==> src/rtl/pipe_ctrl_pkg.sv <==
// Shared types for the pipeline hazard controller:
// sequencing states, forwarding selects and the x0 register id.
package pipe_ctrl_pkg;

    typedef enum logic [1:0] {
        RUN        = 2'd0,
        LOAD_STALL = 2'd1,
        MEM_WAIT   = 2'd2
    } hz_state_t;

    typedef enum logic [1:0] {
        FWD_RF = 2'd0,
        FWD_M  = 2'd1,
        FWD_W  = 2'd2
    } fwd_sel_t;

    localparam logic [4:0] REG_ZERO = 5'd0;

endpackage

==> src/rtl/pipe_fwd_unit.sv <==
// Forwarding compare for one E-stage operand.
// M-stage results win over W-stage results; x0 never forwards.
module pipe_fwd_unit
    import pipe_ctrl_pkg::*;
(
    input  logic [4:0] rs,
    input  logic [4:0] rd_M,
    input  logic       reg_wr_M,
    input  logic [4:0] rd_W,
    input  logic       reg_wr_W,
    output fwd_sel_t   sel
);

    // Pick the youngest in-flight producer of rs.
    always_comb begin
        sel = FWD_RF;
        if (reg_wr_M && rd_M != REG_ZERO && rd_M == rs) begin
            sel = FWD_M;
        end else if (reg_wr_W && rd_W != REG_ZERO && rd_W == rs) begin
            sel = FWD_W;
        end
    end

endmodule

==> src/rtl/pipe_hazard_ctrl.sv <==
// Hazard / sequencing controller for the 5-stage RV32 pipeline.
// Optional HAZARD_PERF_CNT_EN adds stall, redirect and load-use counters.
module pipe_hazard_ctrl
    import pipe_ctrl_pkg::*;
#(
    parameter int MEM_TIMEOUT = 64,
    parameter int CNT_W       = 7
) (
    input  logic        clk,
    input  logic        reset,
    input  logic [4:0]  rs1_D,
    input  logic [4:0]  rs2_D,
    input  logic        rs1_used_D,
    input  logic        rs2_used_D,
    input  logic [4:0]  rs1_E,
    input  logic [4:0]  rs2_E,
    input  logic [4:0]  rd_E,
    input  logic        reg_wr_E,
    input  logic        mem_rd_E,
    input  logic [4:0]  rd_M,
    input  logic        reg_wr_M,
    input  logic [4:0]  rd_W,
    input  logic        reg_wr_W,
    input  logic        br_taken_E,
    input  logic        dmem_req_M,
    input  logic        dmem_ready,
    output logic        stall_F,
    output logic        stall_D,
    output logic        stall_E,
    output logic        stall_M,
    output logic        flush_D,
    output logic        flush_E,
    output logic [1:0]  fwd_a_E,
    output logic [1:0]  fwd_b_E,
`ifdef HAZARD_PERF_CNT_EN
    output logic [31:0] perf_stall_cycles,
    output logic [31:0] perf_flushes,
    output logic [31:0] perf_loaduse,
`endif
    output logic        mem_timeout
);

    hz_state_t        state;
    hz_state_t        state_n;
    logic [CNT_W-1:0] cnt;
    logic [CNT_W-1:0] cnt_n;

    logic     mem_busy;
    logic     load_use;
    logic     stall_all;
    logic     stall_fd;
    logic     flush_d;
    logic     flush_e;
    logic     to_set;
    logic     lu_evt;
    fwd_sel_t sel_a;
    fwd_sel_t sel_b;

    pipe_fwd_unit u_fwd_a (
        .rs       (rs1_E),
        .rd_M     (rd_M),
        .reg_wr_M (reg_wr_M),
        .rd_W     (rd_W),
        .reg_wr_W (reg_wr_W),
        .sel      (sel_a)
    );

    pipe_fwd_unit u_fwd_b (
        .rs       (rs2_E),
        .rd_M     (rd_M),
        .reg_wr_M (reg_wr_M),
        .rd_W     (rd_W),
        .reg_wr_W (reg_wr_W),
        .sel      (sel_b)
    );

    assign mem_busy = dmem_req_M && !dmem_ready;

    assign load_use = mem_rd_E && reg_wr_E && rd_E != REG_ZERO &&
                      ((rs1_used_D && rs1_D == rd_E) ||
                       (rs2_used_D && rs2_D == rd_E));

    // Next-state and raw control decode; outputs are gated by reset below.
    always_comb begin
        state_n   = state;
        cnt_n     = cnt;
        stall_all = 1'b0;
        stall_fd  = 1'b0;
        flush_d   = 1'b0;
        flush_e   = 1'b0;
        to_set    = 1'b0;
        lu_evt    = 1'b0;
        unique case (state)
            RUN: begin
                if (mem_busy) begin
                    stall_all = 1'b1;
                    state_n   = MEM_WAIT;
                    cnt_n     = CNT_W'(1);
                end else if (br_taken_E) begin
                    flush_d = 1'b1;
                    flush_e = 1'b1;
                end else if (load_use) begin
                    stall_fd = 1'b1;
                    flush_e  = 1'b1;
                    lu_evt   = 1'b1;
                    state_n  = LOAD_STALL;
                end
            end
            LOAD_STALL: begin
                state_n = RUN;
                if (mem_busy) begin
                    stall_all = 1'b1;
                    state_n   = MEM_WAIT;
                    cnt_n     = CNT_W'(1);
                end else if (br_taken_E) begin
                    flush_d = 1'b1;
                    flush_e = 1'b1;
                end
            end
            MEM_WAIT: begin
                if (dmem_ready) begin
                    state_n = RUN;
                    cnt_n   = '0;
                    if (br_taken_E) begin
                        flush_d = 1'b1;
                        flush_e = 1'b1;
                    end
                end else if (cnt == CNT_W'(MEM_TIMEOUT)) begin
                    to_set  = 1'b1;
                    flush_e = 1'b1;
                    state_n = RUN;
                    cnt_n   = '0;
                end else begin
                    stall_all = 1'b1;
                    cnt_n     = cnt + CNT_W'(1);
                end
            end
            default: begin
                state_n = RUN;
                cnt_n   = '0;
            end
        endcase
    end

    assign stall_F = reset && (stall_all || stall_fd);
    assign stall_D = reset && (stall_all || stall_fd);
    assign stall_E = reset && stall_all;
    assign stall_M = reset && stall_all;
    assign flush_D = reset && flush_d;
    assign flush_E = reset && flush_e;
    assign fwd_a_E = reset ? sel_a : FWD_RF;
    assign fwd_b_E = reset ? sel_b : FWD_RF;

    // State, wait counter and sticky timeout flag.
    always_ff @(posedge clk or negedge reset) begin
        if (!reset) begin
            state       <= RUN;
            cnt         <= '0;
            mem_timeout <= 1'b0;
        end else begin
            state       <= state_n;
            cnt         <= cnt_n;
            mem_timeout <= mem_timeout || to_set;
        end
    end

`ifdef HAZARD_PERF_CNT_EN
    // Free-running wrap-around event counters.
    always_ff @(posedge clk or negedge reset) begin
        if (!reset) begin
            perf_stall_cycles <= '0;
            perf_flushes      <= '0;
            perf_loaduse      <= '0;
        end else begin
            if (stall_F) perf_stall_cycles <= perf_stall_cycles + 32'd1;
            if (flush_D) perf_flushes      <= perf_flushes + 32'd1;
            if (lu_evt)  perf_loaduse      <= perf_loaduse + 32'd1;
        end
    end
`endif

endmodule

==> config.mk <==
export PLATFORM = sky130hd
export DESIGN_NAME = pipe_hazard_ctrl
export DESIGN_NICKNAME = d
export VERILOG_FILES = /design/src/rtl/pipe_ctrl_pkg.sv /design/src/rtl/pipe_fwd_unit.sv /design/src/rtl/pipe_hazard_ctrl.sv
export SDC_FILE = /design/constraint.sdc
export NUM_CORES = 1
export LEC_CHECK = 0
export ABC_AREA = 1
export ABC_CLOCK_PERIOD_IN_PS = 2500
export BUFFER_PORTS_ARGS = -buffer_cell sky130_fd_sc_hd__buf_2
export CORE_ASPECT_RATIO = 1.1
export CORE_MARGIN = 8
export CORE_UTILIZATION = 45
export DETAILED_ROUTE_END_ITERATION = 8
export GPL_TIMING_DRIVEN = 0
export PLACE_DENSITY = 0.79
export SLEW_MARGIN = 20
export SYNTH_ARGS = -nofsm -noshare
export SYNTH_HDL_FRONTEND = slang
export SYNTH_SLANG_ARGS = --single-unit
==> constraint.sdc <==
create_clock -name clk -period 2.5 [get_ports clk]
set_input_delay 0.75 -clock clk [delete_from_list [all_inputs] [get_ports clk]]
set_output_delay 0.75 -clock clk [all_outputs]
set_load 0.01 [all_outputs]
# Word-level counts from Yosys, hierarchy flattened
# Cells that the tools add are included.
# word_totals
ff_bits	10
in_bits	46
wordCells	79
# classes
addsub	1
n_eq_ne	13
muxes	36
n_reduce_logical	26
# ops
operator	n
5-bit equality test	6
2-bit 2-to-1 mux	12
7-bit 2-to-1 mux	3
1-bit logical AND	16
1-bit 2-to-1 mux	16
5-bit nonzero test	3
7-bit one-hot mux with 2 select lines	1
3-bit != test (second input constant)	3
7-bit by 1-bit adder with 7-bit output (second input constant)	1
7-bit equality test (second input constant)	1
2-bit one-hot mux with 3 select lines	1
1-bit one-hot mux with 2 select lines	2
1-bit logical OR	3
1-bit one-hot mux with 3 select lines	1
3-bit AND reduction	1
2-bit by 1-bit equality test with 1-bit output (second input constant)	1
2-bit equality test (second input constant)	1
2-bit logical NOT	1
2-bit by 1-bit != test with 1-bit output (second input constant)	1
2-bit OR reduction	1
1-bit logical NOT	1

# Depth between registers and ports, before layout
# Gate-level depths: netlist of run 1.
# logic_depth
depth_word	10
mapped_depth	10
depth_no_buf	10

# By module
# From an unflattened synthesis of run 1, not the netlist that was laid out.
# unflattened
hier_cells	240
area_unflattened_um2	1277.5
# modules_own_cells
mod	n_inst	cells_per_inst	area_each_um2	seq_area_each_um2
pipe_hazard_ctrl	1	140	849.6	250.2
pipe_fwd_unit	2	50	214.0	0.0

# Worst setup path after synthesis of run 1
# Ideal clock, no wire load.
# synth_timing
path_kind	input to output
start	input port dmem_req_M
end	output port stall_F
arrival_time_ns	1.621
t_required_ns	1.750
path_slack_ns	0.129
cell_stages	6
path_buffers	1
cell_sequence	inv_1 > o21ai_4 > nor2_1 > nand3_1 > o21ai_1 > buf_4
# synth_via
elab_chain_len	5
# synth_lines
element	line	source
start: declaration	pipe_hazard_ctrl.sv:25	input logic dmem_req_M,
1-bit logical AND (*)	pipe_hazard_ctrl.sv:77	assign mem_busy = dmem_req_M && !dmem_ready;
1-bit 2-to-1 mux (on tied branches)	pipe_hazard_ctrl.sv:95, pipe_hazard_ctrl.sv:111	
1-bit one-hot mux with 2 select lines / 1-bit 2-to-1 mux (equally long branches)	pipe_hazard_ctrl.sv:93	unique case (state)
1-bit logical OR (*)	-	
1-bit logical AND (*)	-	
end: declaration	pipe_hazard_ctrl.sv:27	output logic stall_F,
# Mark *: on every way between the ends. The rest lies on a longest branch, timed or not.

# Worst setup path after layout of run 1
# layout_timing
start	register cnt[1]
end	output port stall_F
# layout_via
elab_chain_len	6
# layout_lines
element	line	source
start: declaration	pipe_hazard_ctrl.sv:45	logic [CNT_W-1:0] cnt;
start signal: assignment	pipe_hazard_ctrl.sv:162	cnt <= cnt_n;
7-bit equality test	pipe_hazard_ctrl.sv:128	end else if (cnt == CNT_W'(MEM_TIMEOUT)) begin
1-bit 2-to-1 mux	pipe_hazard_ctrl.sv:128	
1-bit 2-to-1 mux	pipe_hazard_ctrl.sv:121	if (dmem_ready) begin
1-bit one-hot mux with 2 select lines	pipe_hazard_ctrl.sv:93	
1-bit logical OR	pipe_hazard_ctrl.sv:145	assign stall_F = reset && (stall_all || stall_fd);
1-bit logical AND	pipe_hazard_ctrl.sv:145	
# No other way between the ends.

==> results of run 1 <==
## cells by family after synthesis
group,Yosys count
compound gates,22
buf+inv,38
flops,10
xor+xnor,15
fa+ha+maj,2
simple gates,101
## cells in the final DEF (no fill, tap or decap), drive strengths merged
cell type	netlist	final
o22ai	1	1
clkbuf	0	3
nor3	7	7
clkinvlp	0	1
buf	2	70
nand2	51	51
and3	1	1
a21oi	9	9
nand3	8	8
nor2	25	25
nand4	6	6
dfrtp	10	10
ha	2	2
o211ai	1	1
xor2	6	6
nor4	3	3
a211oi	1	1
o21ai	9	9
xnor2	9	9
inv	36	35
a22o	1	1
## flip-flops by register name, indices dropped and copies added, names as in the netlist
register,flops
cnt,7
state,2
mem_timeout,1
## worst max-delay path: stages (launching register included)
cell	delay [ps]
dfrtp_1	390
inv_2	90
ha_4	130
inv_2	40
nor3_4	160
nand3_1	120
nand2_2	90
nand2_2	60
nand2_2	70
o21ai_2	60
buf_4	130
buf_6	110
## metal layers
metal,global-route usage (%),vias to the layer above,part of all wire (%)
met2,25.1,43,54
met5,0,-,0
met4,4.37,0,2.4
met3,3.39,9,5.0
li1,-,735,-
met1,15.5,646,39
## timing repair
item | CTS | global route
pin swaps | 1 | 24
gates resized for setup | 8 | 43
setup endpoints to repair | 6 | 7
buffers inserted | 2 | 10
## worst paths after layout
check                       startpoint           to  slack (ps)  cells after the start
setup / recovery                cnt[1]      stall_F          30                     11
hold / removal                   reset       cnt[1]         270                      1
setup reg to reg                cnt[1]       cnt[3]         920                     11
hold reg to reg            mem_timeout  mem_timeout         470                      2
max in group asynchronous        reset       cnt[0]        2090                      1
min in group clk           mem_timeout  mem_timeout         470                      2
## power groups by stage
stage | clock network (µW) | registers (µW) | logic (µW)
4_1_cts | 117 | 194 | 252
3_5_place_dp | 0 | 196 | 233
5_1_grt | 123 | 197 | 367
6_report | 111 | 194 | 331
3_3_place_gp | 0 | 195 | 227
2_1_floorplan | 0 | 192 | 144
## layout make-up
class	count	area [µm²]	share of cell area, %
Timing Repair Buffer	68	454	25.9
Inverter	36	141	8.05
Buffer	2	15.0	0.855
Tap cell	31	38.8	2.21
Clock buffer	3	22.5	1.28
Sequential cell	10	250	14.2
Multi-Input combinational cell	140	835	47.5
## stage by stage
stage	utilization (%)	setup slack [ps]	power, µW	area (µm²)
4_1_cts	61.9	-32.6	563	1530
3_3_place_gp	59.4	-121	422	1470
6_report	71.1	26.9	636	1760
3_5_place_dp	59.4	-219	428	1470
2_1_floorplan	-	129	336	1150
5_1_grt	71.1	-58.0	687	1760
==> impl_metrics.ini, run 1 <==
[logic_synthesis]
synth_top_area_share_pct = 21.8
postSynthCellCount = 188
postSynthAreaPerCell_um2 = 6.12
synth_enable_flop_cells = 0
synth_compound_area_share_pct = 11.4
synth_seq_cells = 10
yosys.area.top_type = dfrtp_1
yosysSeqAreaShare_pct = 21.8
synth-xor-area-share_pct = 11.4
yosysUniqueCellTypes = 26
yosys_warnings = 0
synth-adder-area-share_pct = 2.18
syn_nets = 236
synth_top_family_by_area = simple AND/OR/NAND/NOR gates
async_reset_ff_share_pct = 100
yosysMostFrequentCell = nand2_1
ys.flop_type = dfrtp_1
synth_commonest_cells = 51 x nand2_1, 31 x inv_1, 22 x nor2_1, 10 x dfrtp_1
synthSimpleGateAreaFrac_pct = 40.2
syn_area_um2 = 1150
synthMuxAreaShare_pct = 0
synthTopCellsByArea = dfrtp_1 22%, nand2_1 17%, inv_1 10%

[timing]
setup_tns_ps = 0
skew_ps = 0.422
fin_crit_ps = 2470
whs_ps = 274
rsz0062_at_grt = true
drv_slew = 0
post-route-period-util_pct = 98.9
finalSetupViolations = 0
max_slew.worst_pin.slew_ps = 228
final_hold_viol_count = 0
fmax_ghz = 0.404
relSlewSlack_pct = 84.6

[setup_path]
critPathRequiredTime_ps = 1750
cp_max_fo = 3
arrival_ps = 1720
endpoint_kind = output port
path_class = reg2out
critPathLaunchType = flop

[floorplanning]
core_um2 = 2470
die-area_um2 = 4430
start_util_pct = 46.5
die_w_um = 64.2
die_h_um = 69.0
pin_count = 57
fp-row-count = 19

[power]
combPwrFrac_pct = 52.0
power_leakage_uw = 0.000947
power.density_nw_per_um2 = 362
clock_power_share_pct = 17.5
p_sw_uw = 245
internal_power_uw = 391
switching_share_pct = 38.5
irDropWorstVdd_mv = 0.317
seqPwrFrac_pct = 30.5

[cells_and_area]
n_antenna_cell = 0
final_cells = 290
areaGrowthSynthToFinish_pct = 52.8
layout-drive-gt1-share_pct = 44.0
fin_nets = 309
fillers = 211

[route]
post_drt_wl_per_cell_um = 12.6
ant_nets = 0
vias_per_cell = 4.94
routed_wl_mm = 3.67
route.vias.total = 1433
drt_drc_violations_left = 0
first_iter_violations = 68
dr.pass1.iters = 4

[status]
status = finished clean

[job]
drv_cap = 0

[clocking]
hold_buffers = 0
cts_buffer_depth = 2
cts_root_buf = clkbuf_4
cts_tree = done
clock-sinks = 10
cts_made_buffers = 3
clk_pin_slew_worst_paths_ps = 60
clk_latency_ps = 270
htreeDepth = 1

[global_route]
grt_max_degree = 14
antenna_found_initial = 0
grt.overflow.total = 0
grt_pass1_vias = 1302
grt_pass1_wl_mm = 5.32
grtUsageTotal_pct = 14.0

[place]
place.gp.congestion = 0.837
hpwlAfterDp_mm = 2.74
io_buffer_count = 56
placed_cells = 275

[worst_hold_path]
hold_path_class = in2async
No activity file was read; power rests on OpenSTA's default activity.
==> run 2: changes to the inputs <==
--- a/config.mk
+++ b/config.mk
@@ -5,16 +5,15 @@
 export SDC_FILE = /design/constraint.sdc
 export NUM_CORES = 1
 export LEC_CHECK = 0
-export ABC_AREA = 1
 export ABC_CLOCK_PERIOD_IN_PS = 2500
 export BUFFER_PORTS_ARGS = -buffer_cell sky130_fd_sc_hd__buf_2
 export CORE_ASPECT_RATIO = 1.1
 export CORE_MARGIN = 8
-export CORE_UTILIZATION = 45
+export CORE_UTILIZATION = 44
 export DETAILED_ROUTE_END_ITERATION = 8
 export GPL_TIMING_DRIVEN = 0
-export PLACE_DENSITY = 0.79
-export SLEW_MARGIN = 20
+export PLACE_DENSITY = 0.8
+export SETUP_SLACK_MARGIN = 0.02
 export SYNTH_ARGS = -nofsm -noshare
 export SYNTH_HDL_FRONTEND = slang
 export SYNTH_SLANG_ARGS = --single-unit
==> run 2 against run 1 <==
The run now ends with setup timing left. Highest routed layer unchanged. Setup slack worse by 330 ps. Sequential power is 5% lower. Final area is 4.6% lower. Critical path depth is 4 lower. Critical path type is now in2out. Die area is 6.9% lower. Core utilization is 4.1 points higher. Final cell count is 26% lower. Register-to-register slack worse by 20 ps. Synthesized area is 11% lower.
==> impl_metrics.ini, run 2 <==
[status]
status = complete, but fails checks
violations = setup timing

[timing]
fin_crit_ps = 2800
relSlewSlack_pct = 72.5
finalSetupViolations = 7
whs_ps = 286
setup_ws_ps = -301
skew_ps = 5.45
rsz0062_at_grt = true
max_slew.worst_pin.slew_ps = 411
fmax_ghz = 0.357
drv_slew = 0
final_hold_viol_count = 0
post-route-period-util_pct = 112

[floorplanning]
start_util_pct = 45.8
core_um2 = 2230
fp-row-count = 18
pin_count = 57
die-area_um2 = 4120
die_w_um = 62.0
die_h_um = 66.6

[place]
io_buffer_count = 56
hpwlAfterDp_mm = 2.65
place.gp.congestion = 0.858

[cells_and_area]
final_util_pct = 75.1
fillers = 163
n_antenna_cell = 0
areaGrowthSynthToFinish_pct = 63.9
layout-drive-gt1-share_pct = 48.9
multi_input_area_um2 = 882
fin_nets = 235
largest_reg_flops = 7
regArea_um2 = 250
final_common_cell = buf_2
top_register = cnt
mostFrequentLayoutCells = 38 x buf_2, 23 x xor2_1, 16 x buf_6, 12 x nor2_1, 10 x dfrtp_1
top_regs = cnt: 7 flops, state: 2 flops, mem_timeout: 1 flops

[clocking]
htreeDepth = 1
cts_tree = done
clk_latency_ps = 270
cts_buffer_depth = 2
cts_made_buffers = 3
clock-sinks = 10
cts_root_buf = clkbuf_4
clk_pin_slew_worst_paths_ps = 70

[global_route]
grt_pass1_vias = 1312
grt_max_degree = 17
grt_pass1_wl_mm = 5.55
antenna_found_initial = 0
grtUsageTotal_pct = 17.4
grt.overflow.total = 0

[route]
first_iter_violations = 46
routed_wl_mm = 3.54
met2WireLength_mm = 1.69
dr.pass1.iters = 4
wl_met3_um = 303
vias_per_cell = 5.37
drt_drc_violations_left = 0
post_drt_wl_per_cell_um = 16.4
route.vias.total = 1159
wl_met1_mm = 1.42
ant_nets = 0
maxUsedRoutingLayer = met4

[logic_synthesis]
yosys.area.top_type = dfrtp_1
postSynthCellCount = 122
synth_enable_flop_cells = 0
synthTopCellsByArea = dfrtp_1 24%, xor2_1 22%, xnor2_1 6.9%
synth_top_area_share_pct = 24.5
yosysSeqAreaShare_pct = 24.5
synth_commonest_cells = 26 x xor2_1, 12 x nor2_1, 10 x dfrtp_1, 8 x xnor2_1, 7 x nand2_1
yosys_warnings = 0
async_reset_ff_share_pct = 100
ys.flop_type = dfrtp_1
yosysMostFrequentCell = xor2_1
syn_nets = 170
yosysUniqueCellTypes = 37
synth_seq_cells = 10
syn_area_um2 = 1020
postSynthAreaPerCell_um2 = 8.38

[power]
power.density_nw_per_um2 = 355
irDropWorstVdd_mv = 0.250
p_total_uw = 595
power_leakage_uw = 0.000773

[setup_path]
r2r_cells = 5
critPathRequiredTime_ps = 1750
crit-reg2reg-launch = state[1]
endpoint_kind = output port
path_class = in2out
arrival_ps = 2050
r2r_slack_ps = 900
cp_max_fo = 2
critPathLaunchType = input pin
r2r-end = state[0]

[job]
drv_cap = 0

[worst_hold_path]
hold_path_class = in2async
==> run 2: cell types whose count changed in the layout (fill, tap and decap cells not counted), sizes merged, moves of 3 or more <==
cell and change:
a21oi -7, inv -30, buf -7, or4 +4, nor4 +4, nand2 -44
xor2 +20, and2 +3, nor2 -13, nor3 -6, nand4 -5, nand3 -5
nor2b +4
==> run 2: timing repair <==
action                                  4_1_cts  5_1_grt
resized for setup                            37       11
endpoints found under the hold margin         0        0
pin swaps                                    12       10
buffers inserted                              3        3
endpoints found under the setup margin        9        9
hold buffers                                  0        0
==> run 2: area by class of cell <==
type	count	share of cell area, %
clock buffer	4	2.17
buffer	2	0.747
tap	30	2.24
inverter	5	1.12
multi-input combinational	103	52.7
timing repair buffer	62	26.1
sequential	10	14.9
==> run 2: worst max-delay path by stage <==
| stage | slack [ps] | depth (start not counted) | start | to |
|---|---|---|---|---|
| floorplan | -200 | 5 | rd_E[3] | stall_F |
| global placement | -400 | 7 | rd_E[3] | stall_F |
| detailed placement | -570 | 7 | rd_E[3] | stall_F |
| CTS | -360 | 7 | rs1_D[1] | stall_F |
| global route | -350 | 7 | rs1_D[3] | stall_F |
| finish | -300 | 7 | rs1_D[3] | stall_F |
==> run 2: power breakdown <==
| group | internal, µW | switching (µW) |
|---|---|---|
| sequential | 173 | 11.2 |
| clock | 88.5 | 59.3 |
| combinational | 132 | 131 |
==> run 2: metal layers <==
| metal | global-route usage (%) | up-vias |
|---|---|---|
| met5 | 0 | - |
| met4 | 11.4 | 0 |
| met3 | 3.85 | 12 |
| met2 | 29.9 | 58 |
| met1 | 18.3 | 529 |
| li1 | - | 560 |
==> run 2: logic make-up (layout without fill, tap and decap cells) <==
kind of cell               Yosys count  count (layout)  share of synthesized area [%]
AOI/OAI and AO/OA                   21              21                           14.2
xor gates and xnor gates            34              34                           29.1
buffers and inverters                9              73                           4.16
and+or+nand+nor                     46              46                           25.6
DFF                                 10              10                           24.5
adders and majority gates            2               2                           2.45
==> run 2: worst max-delay path, cell delays in order <==
cell,delay [ps]
buf_6,100
xor2_2,160
nor4_2,320
a32oi_2,190
o41ai_2,270
buf_4,170
buf_6,90
==> run 2: per-stage QoR <==
step / setup TNS (ps) / cells / setup slack, ps / instance area, µm²
6_report: -1590 / 216 / -301 / 1680
5_1_grt: -1880 / 216 / -354 / 1680
4_1_cts: -1740 / 214 / -356 / 1610
3_5_place_dp: -2640 / 208 / -566 / 1370
3_3_place_gp: -2080 / 208 / -397 / 1370
2_1_floorplan: -199 / 122 / -199 / 1050
==> run 3: changes to the inputs <==
--- a/config.mk
+++ b/config.mk
@@ -13,7 +13,6 @@
 export DETAILED_ROUTE_END_ITERATION = 8
 export GPL_TIMING_DRIVEN = 0
 export PLACE_DENSITY = 0.8
-export SETUP_SLACK_MARGIN = 0.02
 export SYNTH_ARGS = -nofsm -noshare
 export SYNTH_HDL_FRONTEND = slang
 export SYNTH_SLANG_ARGS = --single-unit
==> run 3 against run 2 <==
The run still ends with setup timing left. Sequential share of layout area increased by 0.85 points. Clock power about the same. Fmax increased by 1.4%. Via count decreased by 1.9%. Flip-flop and latch count unchanged. Final area decreased by 5.4%. Die area unchanged. Core utilization decreased by 4.0 points. Largest cell class unchanged. Largest power group unchanged.
==> impl_metrics.ini, run 3 (synthesis gave the netlist of run 2 again) <==
[place]
pre_cts_slack_ps = -431
place.gp.congestion = 0.773
io_buffer_count = 56
hpwlAfterDp_mm = 2.55

[route]
route.vias.total = 1137
drt_drc_violations_left = 0
post_drt_wl_per_cell_um = 15.2
ant_nets = 0
first_iter_violations = 59
vias_per_cell = 5.34
routed_wl_mm = 3.23
dr.pass1.iters = 5

[cells_and_area]
top_register = cnt
layout-drive-gt1-share_pct = 44.3
n_antenna_cell = 0
fillers = 178
final_common_cell = buf_2
mostFrequentLayoutCells = 41 x buf_2, 26 x xor2_1, 12 x nor2_1, 11 x buf_6, 10 x dfrtp_1
final_util_pct = 71.1
fin_nets = 232
largest_reg_flops = 7
multi_input_area_um2 = 841
top_regs = cnt: 7 flops, state: 2 flops, mem_timeout: 1 flops
areaGrowthSynthToFinish_pct = 55.1
regArea_um2 = 250

[setup_path]
path_class = in2out
crit-reg2reg-launch = cnt[0]
r2r_slack_ps = 1000
critPathLaunchType = input pin
r2r-end = cnt[4]
critPathRequiredTime_ps = 1750
cp_max_fo = 2
crit_slowest_cell = or4_4
r2r_cells = 6
crit_chain = buf_2 -> xor2_1 -> or4_4 -> nor4_4 -> buf_2
max_stage_delay_ps = 550
cpMostUsedCell = buf_2
arrival_ps = 2010
endpoint_kind = output port

[floorplanning]
core_um2 = 2230
fp-row-count = 18
die_w_um = 62.0
die_h_um = 66.6
die-area_um2 = 4120
pin_count = 57
start_util_pct = 45.8

[power]
power.density_nw_per_um2 = 351
power_leakage_uw = 0.000744
irDropWorstVdd_mv = 0.224

[timing]
setup_ws_ps = -264
rsz0062_at_grt = true
fmax_ghz = 0.362
final_hold_viol_count = 0
post-route-period-util_pct = 111
finalSetupViolations = 7
skew_ps = 11.0
relSlewSlack_pct = 72.5
drv_slew = 0
max_slew.worst_pin.slew_ps = 412
fin_crit_ps = 2760
setup_tns_ps = -1510

[clocking]
cts_made_buffers = 3
cts_root_buf = clkbuf_4
clock-sinks = 10
htreeDepth = 1
cts_buffer_depth = 2
hold_buffers = 0
clk_latency_ps = 260
clk_pin_slew_worst_paths_ps = 80
cts_tree = done

[worst_hold_path]
hold_path_class = in2async

[status]
violations = setup timing
status = complete, but fails checks

[global_route]
grt_pass1_wl_mm = 5.12
antenna_found_initial = 0
grtUsageTotal_pct = 15.8
grt_pass1_vias = 1247
grt.overflow.total = 0
grt_max_degree = 17

[job]
drv_cap = 0
-- run 3: cell types whose count changed in the layout (fill, tap and decap cells not counted), moves of 3 or more --
cell	change
buf_2	+3
buf_6	-5
xor2_1	+3
xor2_2	-3
-- run 3: area by class of cell --
class                   instances  area share, %
flip-flops and latches         10           15.8
well taps                      30           2.37
inverters                       5           1.18
clock buffers                   4           2.29
plain buffers                   2          0.789
repair buffers                 59           24.5
multi-input cells             103           53.0
-- run 3: worst max-delay path by stage --
stage | start | to
final | rs2_E[3] | fwd_b_E[1]
after CTS | rs1_E[4] | fwd_a_E[1]
after global placement | reset | fwd_a_E[1]
after global routing | rs1_D[1] | stall_F
after floorplan | rd_E[3] | stall_F
after detailed placement | reset | fwd_a_E[1]
-- run 3: per-layer routing --
layer / vias up / track usage (%) / wire [µm]
met5: - / 0 / 0
met4: 0 / 6.27 / 91
met3: 10 / 4.24 / 271
met2: 63 / 28.2 / 1600
met1: 510 / 16.8 / 1270
li1: 554 / - / -
-- run 3: what timing repair did --
item                                    4_1_cts  5_1_grt
pin swaps                                    12        7
gates resized for setup                      30        8
endpoints found under the setup margin        8        9
buffers inserted                              2        1
-- run 3: critical path: cells and delay by family --
family,cells,cell delay [ps]
xor+xnor,1,150
simple gates,2,830
buf+inv,2,280
-- run 3: report_power, final --
part | switching [µW] | internal [µW] | total [µW]
logic | 114 | 111 | 226
registers | 13.1 | 173 | 186
clock network | 57.0 | 88.3 | 145
total | 185 | 372 | 557
-- run 3: per-stage QoR --
step                hold WS, ps  cell area, µm²  cells  total power, µW
floorplan                   454            1050    122              291
global route                275            1590    213              597
CTS                         298            1550    213              544
global placement            453            1370    208              366
finish                      291            1590    213              557
detailed placement          470            1370    208              376
